[src/rtl/alu_issue_pkg.sv]
// Shared ALU definitions: ALUOp codes and the issue FSM state encoding.
// Imported by the issue controller and by the ALU itself.
package alu_issue_pkg;

  typedef enum logic [2:0] {
    ALU_AND = 3'b000,
    ALU_OR  = 3'b001,
    ALU_XOR = 3'b010,
    ALU_NOR = 3'b011,
    ALU_SLT = 3'b100,
    ALU_ADD = 3'b101,
    ALU_SUB = 3'b110,
    ALU_MOD = 3'b111
  } alu_op_e;

  typedef enum logic [1:0] {
    ST_IDLE = 2'd0,
    ST_EXEC = 2'd1,
    ST_RESP = 2'd2
  } issue_state_e;

endpackage

[src/rtl/alu_issue_sat_counter16.sv]
// sat_counter16: 16-bit up-counter with synchronous clear, count enable and
// saturation at 16'hFFFF.
// Ports:
//   clk    - clock, rising edge
//   reset  - synchronous active-low reset (count -> 0)
//   clear  - synchronous clear (count -> 0), wins over enable
//   enable - increment by one, holding at 16'hFFFF
//   count  - registered count value
module sat_counter16 (
  input  logic        clk,
  input  logic        reset,
  input  logic        clear,
  input  logic        enable,
  output logic [15:0] count
);

  always_ff @(posedge clk) begin
    if (!reset) begin
      count <= 16'd0;
    end else if (clear) begin
      count <= 16'd0;
    end else if (enable && (count != 16'hFFFF)) begin
      count <= count + 16'd1;
    end
  end

endmodule

[src/rtl/alu_issue.sv]
// alu_issue: issues one request at a time to a multi-cycle ALU, waits for its
// result-valid flag (with divide-by-zero and timeout aborts) and holds the
// response until the consumer takes it.
// Ports:
//   clk, reset                  - clock; synchronous active-low reset
//   req_valid/req_ready         - request handshake
//   req_op, req_a, req_b, req_tag - request ALUOp, operands, caller tag
//   alu_op, alu_a, alu_b        - registered drive to the ALU
//   alu_result, alu_c, alu_we   - ALU result, carry-out, result-valid
//   rsp_valid/rsp_ready         - response handshake
//   rsp_result, rsp_carry, rsp_err, rsp_tag, rsp_cycles - response payload
//
// state   | meaning
// --------+--------------------------------------------------------------
// ST_IDLE | ready for a request, ALU inputs parked at zero
// ST_EXEC | operands held on the ALU, counting cycles until done/abort
// ST_RESP | response valid and frozen until rsp_ready, ALUOp parked at AND
module alu_issue
  import alu_issue_pkg::*;
#(
  parameter logic [15:0] MAX_CYCLES = 16'hFFFF
) (
  input  logic        clk,
  input  logic        reset,
  input  logic        req_valid,
  output logic        req_ready,
  input  logic [2:0]  req_op,
  input  logic [31:0] req_a,
  input  logic [31:0] req_b,
  input  logic [3:0]  req_tag,
  output logic [2:0]  alu_op,
  output logic [31:0] alu_a,
  output logic [31:0] alu_b,
  input  logic [31:0] alu_result,
  input  logic        alu_c,
  input  logic        alu_we,
  output logic        rsp_valid,
  input  logic        rsp_ready,
  output logic [31:0] rsp_result,
  output logic        rsp_carry,
  output logic        rsp_err,
  output logic [3:0]  rsp_tag,
  output logic [15:0] rsp_cycles
);

  issue_state_e state;
  logic [3:0]   tag_q;
  logic [15:0]  cnt_q;
  logic [15:0]  exec_cycles;
  logic         accept;
  logic         mod_by_zero;

  assign accept = (state == ST_IDLE) && req_valid;

  // The counter is cleared on accept and advances at the end of each EXEC
  // cycle, so the number of the current EXEC cycle is one ahead of it.
  assign exec_cycles = (cnt_q == 16'hFFFF) ? cnt_q : cnt_q + 16'd1;

  // alu_op/alu_b are the latched operands while in EXEC.
  assign mod_by_zero = (alu_op == ALU_MOD) && (alu_b == 32'd0);

  sat_counter16 u_cycle_cnt (
    .clk    (clk),
    .reset  (reset),
    .clear  (accept),
    .enable (state == ST_EXEC),
    .count  (cnt_q)
  );

  always_ff @(posedge clk) begin
    if (!reset) begin
      state      <= ST_IDLE;
      req_ready  <= 1'b1;
      alu_op     <= ALU_AND;
      alu_a      <= 32'd0;
      alu_b      <= 32'd0;
      tag_q      <= 4'd0;
      rsp_valid  <= 1'b0;
      rsp_result <= 32'd0;
      rsp_carry  <= 1'b0;
      rsp_err    <= 1'b0;
      rsp_tag    <= 4'd0;
      rsp_cycles <= 16'd0;
    end else begin
      case (state)
        ST_IDLE: begin
          if (req_valid) begin
            alu_op    <= req_op;
            alu_a     <= req_a;
            alu_b     <= req_b;
            tag_q     <= req_tag;
            req_ready <= 1'b0;
            state     <= ST_EXEC;
          end
        end

        ST_EXEC: begin
          if (mod_by_zero || alu_we || (exec_cycles == MAX_CYCLES)) begin
            // Divide-by-zero is known from the latched operands and is
            // reported before the ALU's flag is even looked at; a real
            // result on the limit cycle still beats the timeout.
            if (!mod_by_zero && alu_we) begin
              rsp_result <= alu_result;
              rsp_carry  <= alu_c;
              rsp_err    <= 1'b0;
              rsp_cycles <= exec_cycles;
            end else begin
              rsp_result <= 32'd0;
              rsp_carry  <= 1'b0;
              rsp_err    <= 1'b1;
              rsp_cycles <= mod_by_zero ? exec_cycles : MAX_CYCLES;
            end
            rsp_tag   <= tag_q;
            rsp_valid <= 1'b1;
            // Dropping ALUOp to AND releases MOD so the mod unit re-arms.
            alu_op    <= ALU_AND;
            alu_a     <= 32'd0;
            alu_b     <= 32'd0;
            state     <= ST_RESP;
          end
        end

        ST_RESP: begin
          if (rsp_ready) begin
            rsp_valid <= 1'b0;
            req_ready <= 1'b1;
            state     <= ST_IDLE;
          end
        end

        default: begin
          state     <= ST_IDLE;
          req_ready <= 1'b1;
          rsp_valid <= 1'b0;
          alu_op    <= ALU_AND;
        end
      endcase
    end
  end

endmodule

[config.mk]
export PLATFORM = sky130hd
export DESIGN_NAME = alu_issue
export DESIGN_NICKNAME = d
export VERILOG_FILES = /design/src/rtl/alu_issue_pkg.sv /design/src/rtl/alu_issue_sat_counter16.sv /design/src/rtl/alu_issue.sv
export SDC_FILE = /design/constraint.sdc
export NUM_CORES = 1
export LEC_CHECK = 0
export CAP_MARGIN = 20
export CORE_MARGIN = 2
export CORE_UTILIZATION = 40
export CTS_CLUSTER_SIZE = 10
export DETAILED_ROUTE_END_ITERATION = 10
export PLACE_DENSITY = 0.75
export SLEW_MARGIN = 0
export SYNTH_ARGS = -nofsm -noshare
export SYNTH_HDL_FRONTEND = slang
export SYNTH_HIERARCHICAL = 1
export SYNTH_SLANG_ARGS = --single-unit
[constraint.sdc]
create_clock -name clk -period 3.2 [get_ports clk]
set_clock_uncertainty 0.1 [all_clocks]
set_input_delay 0.32 -clock clk [delete_from_list [all_inputs] [get_ports clk]]
set_output_delay 0.32 -clock clk [all_outputs]
set_load 0.02 [all_outputs]
==> flow_summary_export.csv <==
group,metric,value,unit
run_status,status,"complete, no violations",
drt,dr.pass1.iters,4,
placed_design,port_buffers,231,
floorplan,die_area,15050,sq um
synth,syn-mean-instance-area,10.96,sq um
floorplan,die_x,122.7,um
synth,ys_ff_latch,145,
floorplan,rows,43,
clocking,clk_pin_slew_worst_paths,60,ps
flow_run,max_cap_violations,0,
global_route,antenna_found_initial,0,
critical_path,end_kind,"register",
critical_path,crit_fanout,33,
global_route,grt.total_usage,23.48,%
placed_design,gp_congestion,0.9438,
drt,viasPerCell,5.410,
sta,slew_viol_final,0,
critical_path,critPathBufInv,2,
synth,synth_largest_area_cell,"dfxtp_1",
cells_and_area,drive_gt1_share,13.06,%
sta,period_minus_slack,2985,ps
drt,drcViolationCount,0,
synth,synthTopCellsByArea,"dfxtp_1 52%, a22o_1 15%, o221a_2 3.2%, nand2_1 2.5%, buf_6 2.4%",
synth,synthFlopType,"dfxtp_1",
sta,hold_viol,0,
floorplan,num_io_pins,232,
synth,ys_types,60,
cells_and_area,fillCellCount,1096,
synth,syn_inst,514,
global_route,grt_overflow,0,
global_route,grt_pass1_vias,5199,
cells_and_area,antenna_cells,0,
drt,routed_wl,17.80,mm
power_and_ir_drop,irDropWorstVdd,0.3622,mV
critical_path,cp-start-kind,"register",
sta,max_slew_margin,49.97,%
cells_and_area,fin_nets,879,
power_and_ir_drop,power.density,536.3,nW/um^2
synth,synthArstFlopShare,0,%
synth,yosysSeqAreaShare,51.51,%
sta,max_slew.worst_pin.slew,747.8,ps
sta,rsz0062_at_grt,"false",
critical_path,crit_type,"reg2reg",
critical_path,cp_top_family,"compound AO/OA/AOI/OAI gates",
cells_and_area,multi_input_area,2499,sq um
worst_hold_path,hold_path.class,"in2reg",
sta,setup_viol,0,
synth,syn-cell-area,5635,sq um
drt,wl_per_cell,18.52,um
clocking,clk_latency,420,ps
sta,fmax,0.3350,GHz
clocking,clk_path_buf_depth,2,
critical_path,crit_path_top_delay_cell,"o41ai_4",
floorplan,core,13830,sq um
sta,layout_worst_path_cycle_share,93.29,%
critical_path,path_cells,"ha_1 -> and3_2 -> a41oi_1 -> a31oi_4 -> o2111ai_1 -> o41ai_4 -> buf_4 -> a21oi_2 -> buf_12 -> a22o_1",
synth,synth-warning-count,6,
clocking,cts_hold_buf,0,
drt,first_iter_violations,280,
critical_path,critPathArrivalTime,3190,ps
clocking,cts_root_buf,"clkbuf_16",
sta,fin_hold_ws,360.7,ps
clocking,htreeDepth,4,
clocking,cts_buffers,17,
clocking,cts_tree,"done",
drt,antenna_left,0,
synth,synth_top_area_share,51.51,%
critical_path,max_stage_delay,480,ps
synth,synth-edff-count,0,
global_route,grt_first_pass_wirelength,27.10,mm
synth,synth_fp_nets,625,
global_route,grt_max_degree,68,
clocking,clock_sink_count,145,
drt,num_vias,5199,
floorplan,start_util,40.76,%
critical_path,critPathRequiredTime,3410,ps
floorplan,dieHeight,122.7,um
cells_and_area,regArea,2903,sq um
sta,timing.setup.tns,0,ps
cells_and_area,syn2layout_area_growth,57.99,%
power_and_ir_drop,leakagePower,0.003428,uW
placed_design,hpwlAfterDp,13.19,mm
-- worst paths after layout --
check,start,endpoint,slack (ps),cells after the start
hold reg to reg,rsp_tag[0],rsp_tag[0],360,2
hold / removal,req_tag[3],tag_q[3],360,3
setup / recovery,u_cycle_cnt/count[1],rsp_result[30],210,10
setup reg to reg,u_cycle_cnt/count[1],rsp_result[30],210,10
-- Yosys cell counts, types with 3 or more instances --
library cell / n
a21oi_1: 18
and2_1: 8
nor3b_1: 3
buf_6: 12
buf_4: 3
xnor2_1: 5
nand4_1: 5
nand2_1: 38
a22o_1: 97
a32o_1: 4
a31oi_1: 4
o221a_2: 16
o21ai_0: 7
clkbuf_1: 16
nand3_1: 9
nand2b_1: 7
and3_1: 7
dfxtp_1: 145
inv_1: 7
mux2i_1: 5
nor2_1: 25
xor2_1: 6
nor3_1: 6
and4_1: 5
nor4_1: 10
-- metal layers --
| layer | vias to the layer above | track usage [%] | part of all wire (%) | wire length, um |
|---|---|---|---|---|
| met3 | 30 | 8.225 | 7.3 | 1299 |
| met2 | 215 | 39.61 | 50 | 8821 |
| met1 | 2473 | 27.53 | 41 | 7226 |
| met5 | - | 0 | 0 | 0 |
| met4 | 0 | 8.333 | 2.5 | 452 |
| li1 | 2481 | - | - | - |
-- tightest hold or removal path: cells and delay by family --
| family | cells | cell delay (ps) |
|---|---|---|
| AO/OA/AOI/OAI | 1 | 60 |
| buffers and inverters | 1 | 400 |
| AND/OR/NAND/NOR | 1 | 50 |
-- where the power goes --
part	total, uW	leakage [uW]	internal, uW	switching, uW
combinational	722	0.00195	394	328
clock	2070	0.000296	1300	770
sequential	1980	0.00118	1910	72.0
-- sequential cells by signal, summed over array words and instances (netlist names), 3 cells and up --
register,cells
alu_b,32
alu_op,3
rsp_cycles,16
rsp_result,32
u_cycle_cnt/count,16
tag_q,4
rsp_tag,4
alu_a,32
-- cells by family (layout without fill, tap and decap cells) --
logic type,count (synthesis),after routing,synth area share [%]
AOI/OAI and AO/OA,172,172,26.78
muxes,6,6,1.132
adders and majority gates,2,2,0.4440
and+or+nand+nor,138,138,13.74
DFF,145,145,51.51
buffers and inverters,39,306,4.396
xor gates and xnor gates,12,12,1.998
-- stage by stage --
step | instances | setup WS, ps | utilization, % | power [uW] | area [sq um]
2_1_floorplan | 514 | 337.0 | - | 2336 | 5635
3_3_place_gp | 926 | 233.8 | 59.66 | 2715 | 8249
3_5_place_dp | 926 | 135.1 | 59.66 | 2730 | 8249
4_1_cts | 958 | 96.25 | 64.13 | 4798 | 8867
5_1_grt | 961 | 42.59 | 64.39 | 4938 | 8904
6_report | 961 | 214.6 | 64.39 | 4775 | 8904
-- cells in the final DEF, fill, tap and decap left out, types with 6 or more instances in the layout --
master           instances
a21oi_1                 18
a22o_1                  97
and2_1                   8
and3_1                   6
buf_4                   32
clkbuf_16               17
clkdlybuf4s50_1        231
dfxtp_1                145
inv_1                    7
nand2_1                 38
nand2b_1                 7
nand3_1                  9
nor2_1                  24
nor4_1                  10
o21ai_0                  7
o221a_2                 16
xor2_1                   6
-- final cells by class --
type,count,share of cell area [%]
flip-flops and latches,145,32.60
repair buffers,267,29.57
multi-input cells,330,28.06
clock buffers,18,4.820
well taps,180,2.530
clock inverters,14,2.122
inverters,7,0.2951
-- timing repair --
| item | 4_1_cts | 5_1_grt |
|---|---|---|
| setup endpoints to repair | 0 | 90 |
| buffers inserted | 0 | 3 |
| gates resized for setup | 0 | 1 |
(Power assumes the default switching activity.)
